`src/rtl/game_sequencer.sv`:
```
// game_sequencer: Frogger game-flow FSM (lives, timed death blink, level-up pause, game over).
// Define START_EDGE_EN to start only on a rising edge of i_Start instead of its level.
module game_sequencer #(
  parameter int c_LIVES_INI      = 3,
  parameter int c_DEATH_FRAMES   = 60,
  parameter int c_LEVELUP_FRAMES = 30,
  parameter int c_MAX_LEVEL      = 15
)(
  input  logic       i_Clk,
  input  logic       i_Rst_N,
  input  logic       i_Start,
  input  logic       i_Frame_Tick,
  input  logic       i_Has_Collided,
  input  logic       i_Level_Up,
  output logic       o_Game_Active,
  output logic       o_Obstacle_Freeze,
  output logic       o_Frog_Reset,
  output logic       o_Frog_Blank,
  output logic [1:0] o_Lives,
  output logic [3:0] o_Level,
  output logic [2:0] o_State
);
  typedef enum logic [2:0] {
    IDLE        = 3'd0,
    RUNNING     = 3'd1,
    DYING       = 3'd2,
    LEVEL_PAUSE = 3'd3,
    GAME_OVER   = 3'd4
  } state_t;
  localparam logic [1:0] lives_ini = 2'(c_LIVES_INI);
  localparam logic [3:0] max_lvl   = 4'(c_MAX_LEVEL);
  localparam logic [7:0] death_end = 8'(c_DEATH_FRAMES - 1);
  localparam logic [7:0] pause_end = 8'(c_LEVELUP_FRAMES - 1);
  state_t     state, state_nx;
  logic [7:0] cnt, cnt_nx, cnt_tick;
  logic [1:0] lives_nx;
  logic [3:0] level_nx;
  logic       frog_reset_nx, start_go;
`ifdef START_EDGE_EN
  logic start_prev;
  // Reset to 1 so switches held through reset never look like a fresh press
  always_ff @(posedge i_Clk or negedge i_Rst_N)
    if (!i_Rst_N) start_prev <= 1'b1;
    else start_prev <= i_Start;
  assign start_go = i_Start & ~start_prev;
`else
  assign start_go = i_Start;
`endif
  always_comb begin
    state_nx      = state;
    lives_nx      = o_Lives;
    level_nx      = o_Level;
    frog_reset_nx = 1'b0;
    cnt_tick      = (i_Frame_Tick && cnt != 8'hFF) ? cnt + 8'd1 : cnt;
    cnt_nx        = cnt;
    case (state)
      IDLE: if (start_go) begin
        state_nx      = RUNNING;
        lives_nx      = lives_ini;
        level_nx      = 4'd0;
        frog_reset_nx = 1'b1;
      end
      RUNNING: if (i_Has_Collided) begin
        state_nx = DYING;
        lives_nx = (o_Lives == 2'd0) ? 2'd0 : o_Lives - 2'd1;
      end else if (i_Level_Up) begin
        state_nx = LEVEL_PAUSE;
        level_nx = (o_Level >= max_lvl) ? max_lvl : o_Level + 4'd1;
      end
      DYING: if (i_Frame_Tick && cnt == death_end) begin
        state_nx      = (o_Lives == 2'd0) ? GAME_OVER : RUNNING;
        frog_reset_nx = o_Lives != 2'd0;
      end else cnt_nx = cnt_tick;
      LEVEL_PAUSE: if (i_Frame_Tick && cnt == pause_end) begin
        state_nx      = RUNNING;
        frog_reset_nx = 1'b1;
      end else cnt_nx = cnt_tick;
      GAME_OVER: state_nx = i_Start ? GAME_OVER : IDLE;
      default: state_nx = IDLE;
    endcase
    // Every state entry restarts the frame count
    if (state_nx != state) cnt_nx = 8'd0;
  end
  always_ff @(posedge i_Clk or negedge i_Rst_N)
    if (!i_Rst_N) begin
      state             <= IDLE;
      cnt               <= 8'd0;
      o_Lives           <= lives_ini;
      o_Level           <= 4'd0;
      o_Frog_Reset      <= 1'b0;
      o_Frog_Blank      <= 1'b0;
      o_Game_Active     <= 1'b0;
      o_Obstacle_Freeze <= 1'b1;
    end else begin
      state             <= state_nx;
      cnt               <= cnt_nx;
      o_Lives           <= lives_nx;
      o_Level           <= level_nx;
      o_Frog_Reset      <= frog_reset_nx;
      o_Frog_Blank      <= (state_nx == GAME_OVER) | ((state_nx == DYING) & cnt_nx[3]);
      o_Game_Active     <= state_nx == RUNNING;
      o_Obstacle_Freeze <= state_nx != RUNNING;
    end
  assign o_State = state;
endmodule

```
`config.mk`:
```
export PLATFORM = sky130hd
export DESIGN_NAME = game_sequencer
export DESIGN_NICKNAME = d
export VERILOG_FILES = /design/src/rtl/game_sequencer.sv
export SDC_FILE = /design/constraint.sdc
export NUM_CORES = 1
export LEC_CHECK = 0
export ABC_AREA = 0
export BUFFER_PORTS_ARGS = -buffer_cell sky130_fd_sc_hd__buf_2
export CORE_ASPECT_RATIO = 1.75
export CORE_MARGIN = 10
export CORE_UTILIZATION = 42
export CTS_CLUSTER_DIAMETER = 30
export DETAILED_ROUTE_END_ITERATION = 7
export HOLD_SLACK_MARGIN = 0.12
export PLACE_DENSITY = 0.68
export SLEW_MARGIN = 20
export SYNTH_ARGS = -nofsm -noshare
export SYNTH_HDL_FRONTEND = slang
export SYNTH_SLANG_ARGS = --single-unit
```
`constraint.sdc`:
```
create_clock -name i_Clk -period 5.9 [get_ports i_Clk]
set_input_delay 0.59 -clock i_Clk [delete_from_list [all_inputs] [get_ports i_Clk]]
set_output_delay 0.59 -clock i_Clk [all_outputs]
set_load 0.005 [all_outputs]
```
[Word level (Yosys, flattened, before mapping)]
Cells that the tools add are included.
Operators by class
  add/subtract/negate cells: 3
  $lt $le $gt $ge: 1
  muxes and demuxes: 26
  bitwise logic cells: 2
  equal/unequal tests: 18
  reductions and logical operators: 11
Operator list (count)
  $mux 8: 4
  $mux 3: 7
  $mux 4: 4
  $pmux 8 s2: 1
  $pmux 3 s5: 1
  $eq 3x2->1 const B: 3
  $add 8x1->8 const B: 1
  $eq 8x5->1 const B: 1
  $eq 8x6->1 const B: 1
  $ne 2x2->1 const B: 4
  $ne 8x8->1 const B: 1
  $pmux 4 s2: 1
  $eq 3x1->1 const B: 2
  $eq 3x3->1 const B: 2
  $mux 2: 3
  $ne 3x3->1 const B: 2
  $reduce_and 3->1: 2
  $add 4x1->4 const B: 1
  $ge 4x4->1 const B: 1
  $pmux 2 s2: 1
  $reduce_and 4->1: 1
  $reduce_bool 2->1: 2
  $logic_and 1x1->1: 3
  $logic_not 3->1: 1
  other kinds (9): 11
Storage, ports and cells
  logic and storage cells: 70
  flip-flop bits (word level): 21
  output and inout port bits: 13
  bits of input ports: 6

[Depth between registers and ports, before layout]
Gate-level depths: netlist of the first run.
  word-level depth: 8
  gate-level depth with buffers: 8
  depth with buffers taken out: 7

[Worst setup path after synthesis of the first run]
No wires, ideal clock.
  kind: input-to-reg
  start point: in i_Frame_Tick
  end point: reg o_Frog_Blank
  arrival time: 2.009 ns
  setup time: 0.132 ns
  stages on the path: 5
  buffers on the path: 0
  setup slack: 3.759 ns
  data required time: 5.768 ns
  cells stage by stage: or3b_4 or2_4 or4_4 o2111ai_2 o21bai_2
Between the ends
  cells in the longest elaborated chain, start to end: 7
  elaborated cells between the ends (all ways): 16
  classes of those cells: 3 x eq/ne; 8 x mux; 2 x bitwise; 3 x reduce/logical
Ends and longest elaborated chain
  from (decl): line 12  | input logic i_Frame_Tick,
  $logic_and 1x1->1 (on tied branches): line 74, 54, 70
  $mux 3 (tied with other cells): line 74  | LEVEL_PAUSE: if (i_Frame_Tick && cnt == pause_end) begin
  $pmux 3 s5 (tied with other cells): line 56  | case (state)
  $ne 3x3->1 or $pmux 8 s2 (tied branches): line 82, 56
  $mux 8: line 82  | if (state_nx != state) cnt_nx = 8'd0;
  $and 1x1->1: line 100  | o_Frog_Blank <= (state_nx == GAME_OVER) | ((state_nx == DYING) & cnt_nx[3]);
  $or 1x1->1 *: line 100
  to (signal assigned): line 100
  to (decl): line 18  | output logic o_Frog_Blank,
Mark *: on every way between the ends. The rest lies on a longest branch, timed or not. The select of a mux whose other input is x is not followed.
A chain may end at the register's enable or synchronous reset.

[Worst setup path after layout of the first run]
  start point: reg cnt[0]
  end point: reg o_Frog_Blank
Between the ends
  cells in the longest elaborated chain, start to end: 8
  elaborated cells between the ends (all ways): 20
  classes of those cells: 1 x add/sub; 6 x eq/ne; 8 x mux; 2 x bitwise; 3 x reduce/logical
Ends and longest elaborated chain
  from (decl): line 35  | logic [7:0] cnt, cnt_nx, cnt_tick;
  from (signal assigned): line 96  | cnt <= cnt_nx;
  parallel branches: the longest is 7 deep, another holds $add 8x1->8
  $or 1x1->1 *: line 100
Every way passes the cells marked *. The select of a mux whose other input is x is not followed.

==> results of run 1 <==
==> synth_stat cells (2+ instances only) <==
cell      instances  area (sq um)
clkbuf_1          2         7.510
xnor2_1           6         52.55
ha_1              3         37.54
or3_1             3         18.77
nor4_1            3         18.77
o21ai_0           5         25.02
nor2_1           16         60.06
nor3_1            6         30.03
nand3_1           5         25.02
nand2b_1          4         25.02
or4_4             2         22.52
a22o_1            2         17.52
a21oi_1          11         55.05
dfstp_2           3         78.83
or2_2             2         12.51
nand2_1          12         45.04
o21ai_1           4         20.02
inv_1             5         18.77
o21a_1            2         15.01
dfrtp_1          18         450.4
nand4_1           2         12.51
==> registers in the layout (all words and copies together), names as in the netlist <==
register,count
cnt,8
o_Frog_Blank,1
o_Frog_Reset,1
o_Game_Active,1
o_Level,4
o_Lives,2
o_Obstacle_Freeze,1
o_State,3
==> cells by family after synthesis <==
logic type / count (synthesis) / share of synthesized area [%]
flops: 21 / 44.48
xor+xnor: 7 / 5.153
compound gates: 31 / 17.56
simple gates: 61 / 27.02
fa+ha+maj: 3 / 3.155
buf+inv: 8 / 2.629
==> worst register-to-register path, delay by kind of cell (launching register included) <==
kind	cells	cell delay, ns
AO/OA/AOI/OAI	3	0.87
adder cells (fa/ha/maj)	1	0.26
flip-flops	1	0.41
AND/OR/NAND/NOR	3	0.72
==> per-layer routing <==
layer,track usage [%],vias to the layer above
met4,4.511,0
met3,2.394,5
met1,11.12,473
met2,18.19,18
met5,0,-
li1,-,502
==> layout make-up <==
class,count,area [sq um],area share (%)
inverters,5,18.77,1.393
flip-flops and latches,21,529.3,39.28
multi-input cells,102,629.4,46.70
repair buffers,18,90.09,6.685
well taps,27,33.78,2.507
clock buffers,3,41.29,3.064
clock inverters,1,5.005,0.3714
==> metrics by stage <==
step           utilization, %  total power, uW
2_1_floorplan               -            253.3
3_3_place_gp            47.82            284.8
3_5_place_dp            47.82            286.2
4_1_cts                 49.52            383.2
5_1_grt                 49.52            406.6
6_report                49.52            380.8
==> worst paths after layout <==
path,cells after the start,end,slack (ns),start
max,7,o_Frog_Blank$_DFF_PN0_,3.51,cnt[0]$_DFFE_PN0P_
min,1,o_Frog_Reset$_DFF_PN0_,0.27,i_Rst_N
max reg2reg,7,o_Frog_Blank$_DFF_PN0_,3.51,cnt[0]$_DFFE_PN0P_
min reg2reg,2,o_Lives[1]$_DFFE_PN1P_,0.54,o_Lives[1]$_DFFE_PN1P_
max in group asynchronous,1,o_Obstacle_Freeze$_DFF_PN1_,5.28,i_Rst_N
min in group i_Clk,2,o_Lives[1]$_DFFE_PN1P_,0.54,o_Lives[1]$_DFFE_PN1P_
==> power by group through the flow <==
stage | sequential (uW) | clock [uW] | combinational (uW)
floorplan | 182 | 0 | 71.7
global placement | 193 | 0 | 92.3
detailed placement | 193 | 0 | 93.7
CTS | 190 | 99.1 | 94.1
global route | 196 | 103 | 107
finish | 191 | 96.6 | 93.7
==> results.toml, run 1 <==
[status]
run_status = "finished clean"

[routing]
first_pass_iters = 4
wl_met3_um = 146
detail_route.wl_per_cell_um = 15.51
wl_um = 2746
m1WireLength_um = 1109
drtIter0Drc = 30
antenna_left = 0
dr.max_layer_used = "met4"
avgViaCountPerCell = 5.638
routed-wl-met2_um = 1434
drc = 0
via_count = 998

[placed_design]
dp_cells = 173
pre_cts_slack_ns = 3.538
numPortBuffers = 18
routabilityCongestion = 0.7965
dp_hpwl_um = 2078
postPlaceCellArea_sq_mm = 0.001301

[floorplanning]
die_h_um = 90.41
core_area_sq_mm = 0.002721
start_util_pct = 43.72
fp.dieArea_sq_mm = 0.005446
die_w_um = 60.24
boundaryPins = 19
num_rows = 25

[logic_synthesis]
syn_avg_cell_area_sq_um = 9.083
ys_ff_latch = 21
synthArstFlopShare_pct = 100.0
postSynthNetCount = 140
ys_warn_count = 0
synth_cells = 131
ys.flop_type = "dfrtp_1"
synth.cell_area_sq_mm = 0.001190
seq_area_frac_synth_pct = 44.48
synth_edf_count = 0
ys_types = 36

[grt]
grt_usage_pct = 10.44
antenna_found_initial = 0
grt_max_degree = 22
grt_pass1_vias = 1025
grt_pass1_wl_um = 4581
grt_overflow_total = 0

[finish]
fillers = 264
fin_area_sq_mm = 0.001348
final_cell_mix = "dfrtp_1 (18), buf_2 (18), nor2_1 (16)"
area_delta_synth_final_pct = 13.25
fin_cells = 177
diodes = 0
layout.nets = 160
layout-drive-gt1-share_pct = 23.33

[timing]
relSlewSlack_pct = 66.96
fin_crit_ns = 2.386
worst_slew_pin_slew_ns = 0.4956
rsz0062_at_grt = "no"
worst_slack_ns = 3.514
setup_viol_count_final = 0
final-hold-violation-count = 0
fmax_mhz = 419.1
skew_ns = 0.005771
report.final.slew_viol_count = 0
fin_hold_ws_ns = 0.2667
fin_crit_sh_pct = 40.44
tns_ns = 0

[cts]
cts_resized = 0
holdBufCountCts = 0
cts_tree = "done"
cts_buffers = 3
worst_skew_pair.late_latency_ns = 0.27
clkTransAtPathRegs_ns = 0.08
cts.sinks = 21
root_buffer = "clkbuf_8"
cts_setup_buffers = 0
cts_buffer_depth = 2
htreeDepth = 1

[job]
maxCapViolCount = 0

[setup_path]
max_stage_delay_ns = 0.53
crit_type = "register to register"
crit_slowest_cell = "or4_4"
critPathLaunchType = "register"
cp_cell_sequence = "ha_1 > nand2_1 > or4_4 > a21oi_4 > nor2_1 > o2111ai_2 > o21bai_2"
critPathBufInv = 0
worstPathMaxFanout = 9
critPathCaptureType = "register"
cp_data_arrival_time_ns = 2.53
cp_top_family = "compound AO/OA/AOI/OAI gates"
crit_required_ns = 6.04

[min_path]
min_path_type = "input pin to async pin"

[pwr]
internal-power_uw = 250.4
pwr-share-seq_pct = 50.0
power_per_cell_area_mw_per_mm2 = 282.6
p_sw_share_pct = 34.25
p_leak_uw = 0.0006129
p_sw_uw = 130.4
vdd_drop_max_mv = 0.2374
p_clk_share_pct = 25.4
power_frac_comb_pct = 24.6
Note: power is estimated with default switching activity, not from simulation.
==> run 2, diff against run 1 <==
==> constraint.sdc (replaced) <==
create_clock -name i_Clk -period 2.4 [get_ports i_Clk]
set_input_delay 0.24 -clock i_Clk [delete_from_list [all_inputs] [get_ports i_Clk]]
set_output_delay 0.24 -clock i_Clk [all_outputs]
set_load 0.005 [all_outputs]
==> results.toml, run 2 (same netlist as run 1, synthesis figures left out) <==
[floorplanning]
die_w_um = 60.24
boundaryPins = 19
num_rows = 25
start_util_pct = 43.72
fp.dieArea_sq_mm = 0.005446
die_h_um = 90.41
core_area_sq_mm = 0.002721

[pwr]
p_leak_uw = 0.0006433
pwr-share-seq_pct = 46.4
vdd_drop_max_mv = 0.4107
p_clk_share_pct = 23.9
power_uw = 964.5
p_sw_share_pct = 33.77
power_frac_comb_pct = 29.7
internal-power_uw = 638.7
power_per_cell_area_mw_per_mm2 = 691.3
p_sw_uw = 325.7

[timing]
fin_hold_ws_ns = 0.2920
skew_ns = 0.006725
worst_slew_pin_slew_ns = 0.4666
rsz0062_at_grt = "no"
worst_slack_ns = 0.1992
tns_ns = 0
fmax_mhz = 454.4
setup_viol_count_final = 0
final-hold-violation-count = 0
relSlewSlack_pct = 68.89
fin_crit_ns = 2.201
fin_crit_sh_pct = 91.70
report.final.slew_viol_count = 0

[cts]
cts_buffers = 3
cts_setup_buffers = 0
worst_skew_pair.late_latency_ns = 0.26
cts_buffer_depth = 2
clkTransAtPathRegs_ns = 0.08
cts_resized = 0
root_buffer = "clkbuf_8"
htreeDepth = 1
cts.sinks = 21
cts_tree = "done"

[min_path]
min_path_type = "input pin to register"
min_delay_worst_endpoint = "o_State[2]$_DFF_PN0_"
whs_path_depth = 3
holdCritStartpoint = "i_Start"

[finish]
layout.nets = 166
fin_cells = 183
diodes = 0
final_cell_mix = "dfrtp_1 (18), buf_2 (18), nor2_1 (16)"
largest-register = "cnt"
layout-drive-gt1-share_pct = 25.64
fillers = 254
area_delta_synth_final_pct = 17.25
largest_reg_flops = 8

[setup_path]
cp_data_arrival_time_ns = 2.33
crit_type = "register to register"
worstPathMaxFanout = 9
ff2ff_setup_slack_ns = 0.20
critPathLaunchType = "register"
reg2reg_from = "cnt[0]$_DFFE_PN0P_"
crit_required_ns = 2.53
regToRegEndpoint = "o_Frog_Blank$_DFF_PN0_"
worst_r2r_path_depth = 6
critPathCaptureType = "register"

[routing]
detail_route.wl_per_cell_um = 16.20
wl_um = 2965
antenna_left = 0
routed-wl-met2_um = 1625
drtIter0Drc = 25
avgViaCountPerCell = 5.809
dr.max_layer_used = "met4"
via_count = 1063
wl_met3_um = 159
m1WireLength_um = 1033
first_pass_iters = 4
drc = 0

[placed_design]
dp_hpwl_um = 2345
dp_cells = 178
pre_cts_slack_ns = 0.2144
numPortBuffers = 18
routabilityCongestion = 0.9377

[grt]
grt_usage_pct = 11.34
antenna_found_initial = 0
grt_max_degree = 22
grt_pass1_wl_um = 4830
grt_pass1_vias = 1110
grt_overflow_total = 0

[status]
run_status = "finished clean"

[job]
maxCapViolCount = 0
## run 2: cell count changes in the layout (fill, tap and decap cells not counted), sizes merged
cell         previous run  this run
buf                    18        23
dlygate4sd3             0         1
## run 2: cell type report
type | instances | area, sq um | share of cell area (%)
timing repair buffer | 24 | 137.6 | 9.865
clock inverter | 1 | 5.005 | 0.3587
clock buffer | 3 | 41.29 | 2.960
multi-input combinational | 102 | 629.4 | 45.11
tap | 27 | 33.78 | 2.422
inverter | 5 | 18.77 | 1.345
sequential | 21 | 529.3 | 37.94
## run 2: metrics by stage
| stage | instance area (sq um) | utilization [%] |
|---|---|---|
| 3_5_place_dp | 1339 | 49.20 |
| 4_1_cts | 1395 | 51.26 |
| 6_report | 1395 | 51.26 |
| 3_3_place_gp | 1339 | 49.20 |
| 5_1_grt | 1395 | 51.26 |
| 2_1_floorplan | 1190 | - |
## run 2: timing repair
action	4_1_cts	5_1_grt
setup endpoints to repair	0	0
endpoints found under the hold margin	18	0
hold buffers	1	0
## run 2: power by group through the flow
| stage | registers, uW | clock network, uW | logic, uW |
|---|---|---|---|
| after global placement | 451 | 0 | 281 |
| final | 447 | 231 | 286 |
| after detailed placement | 454 | 0 | 287 |
| after global routing | 454 | 252 | 322 |
| after floorplan | 447 | 0 | 176 |
| after CTS | 447 | 238 | 290 |
## run 2: per-layer routing
metal,vias to the layer above,GRT usage (%)
li1,510,-
met1,518,9.643
met2,24,20.60
met5,-,0
met3,11,2.676
met4,0,8.459
## run 2: worst max path at each step
stage,from,endpoint,slack [ns]
floorplan,cnt[0]$_DFFE_PN0P_,o_Frog_Blank$_DFF_PN0_,0.33
global placement,cnt[0]$_DFFE_PN0P_,o_Frog_Blank$_DFF_PN0_,0.26
detailed placement,cnt[0]$_DFFE_PN0P_,o_Frog_Blank$_DFF_PN0_,0.21
CTS,cnt[0]$_DFFE_PN0P_,o_Frog_Blank$_DFF_PN0_,0.19
global route,cnt[0]$_DFFE_PN0P_,o_Frog_Blank$_DFF_PN0_,0.1
finish,cnt[0]$_DFFE_PN0P_,o_Frog_Blank$_DFF_PN0_,0.20
## run 2: critical path, cell delays in order, from the launching register on
cell       delay (ns)
dfrtp_1          0.41
ha_1             0.23
nand2_1          0.10
or4_4            0.53
or4_4            0.46
o2111ai_2        0.21
o21bai_2         0.12
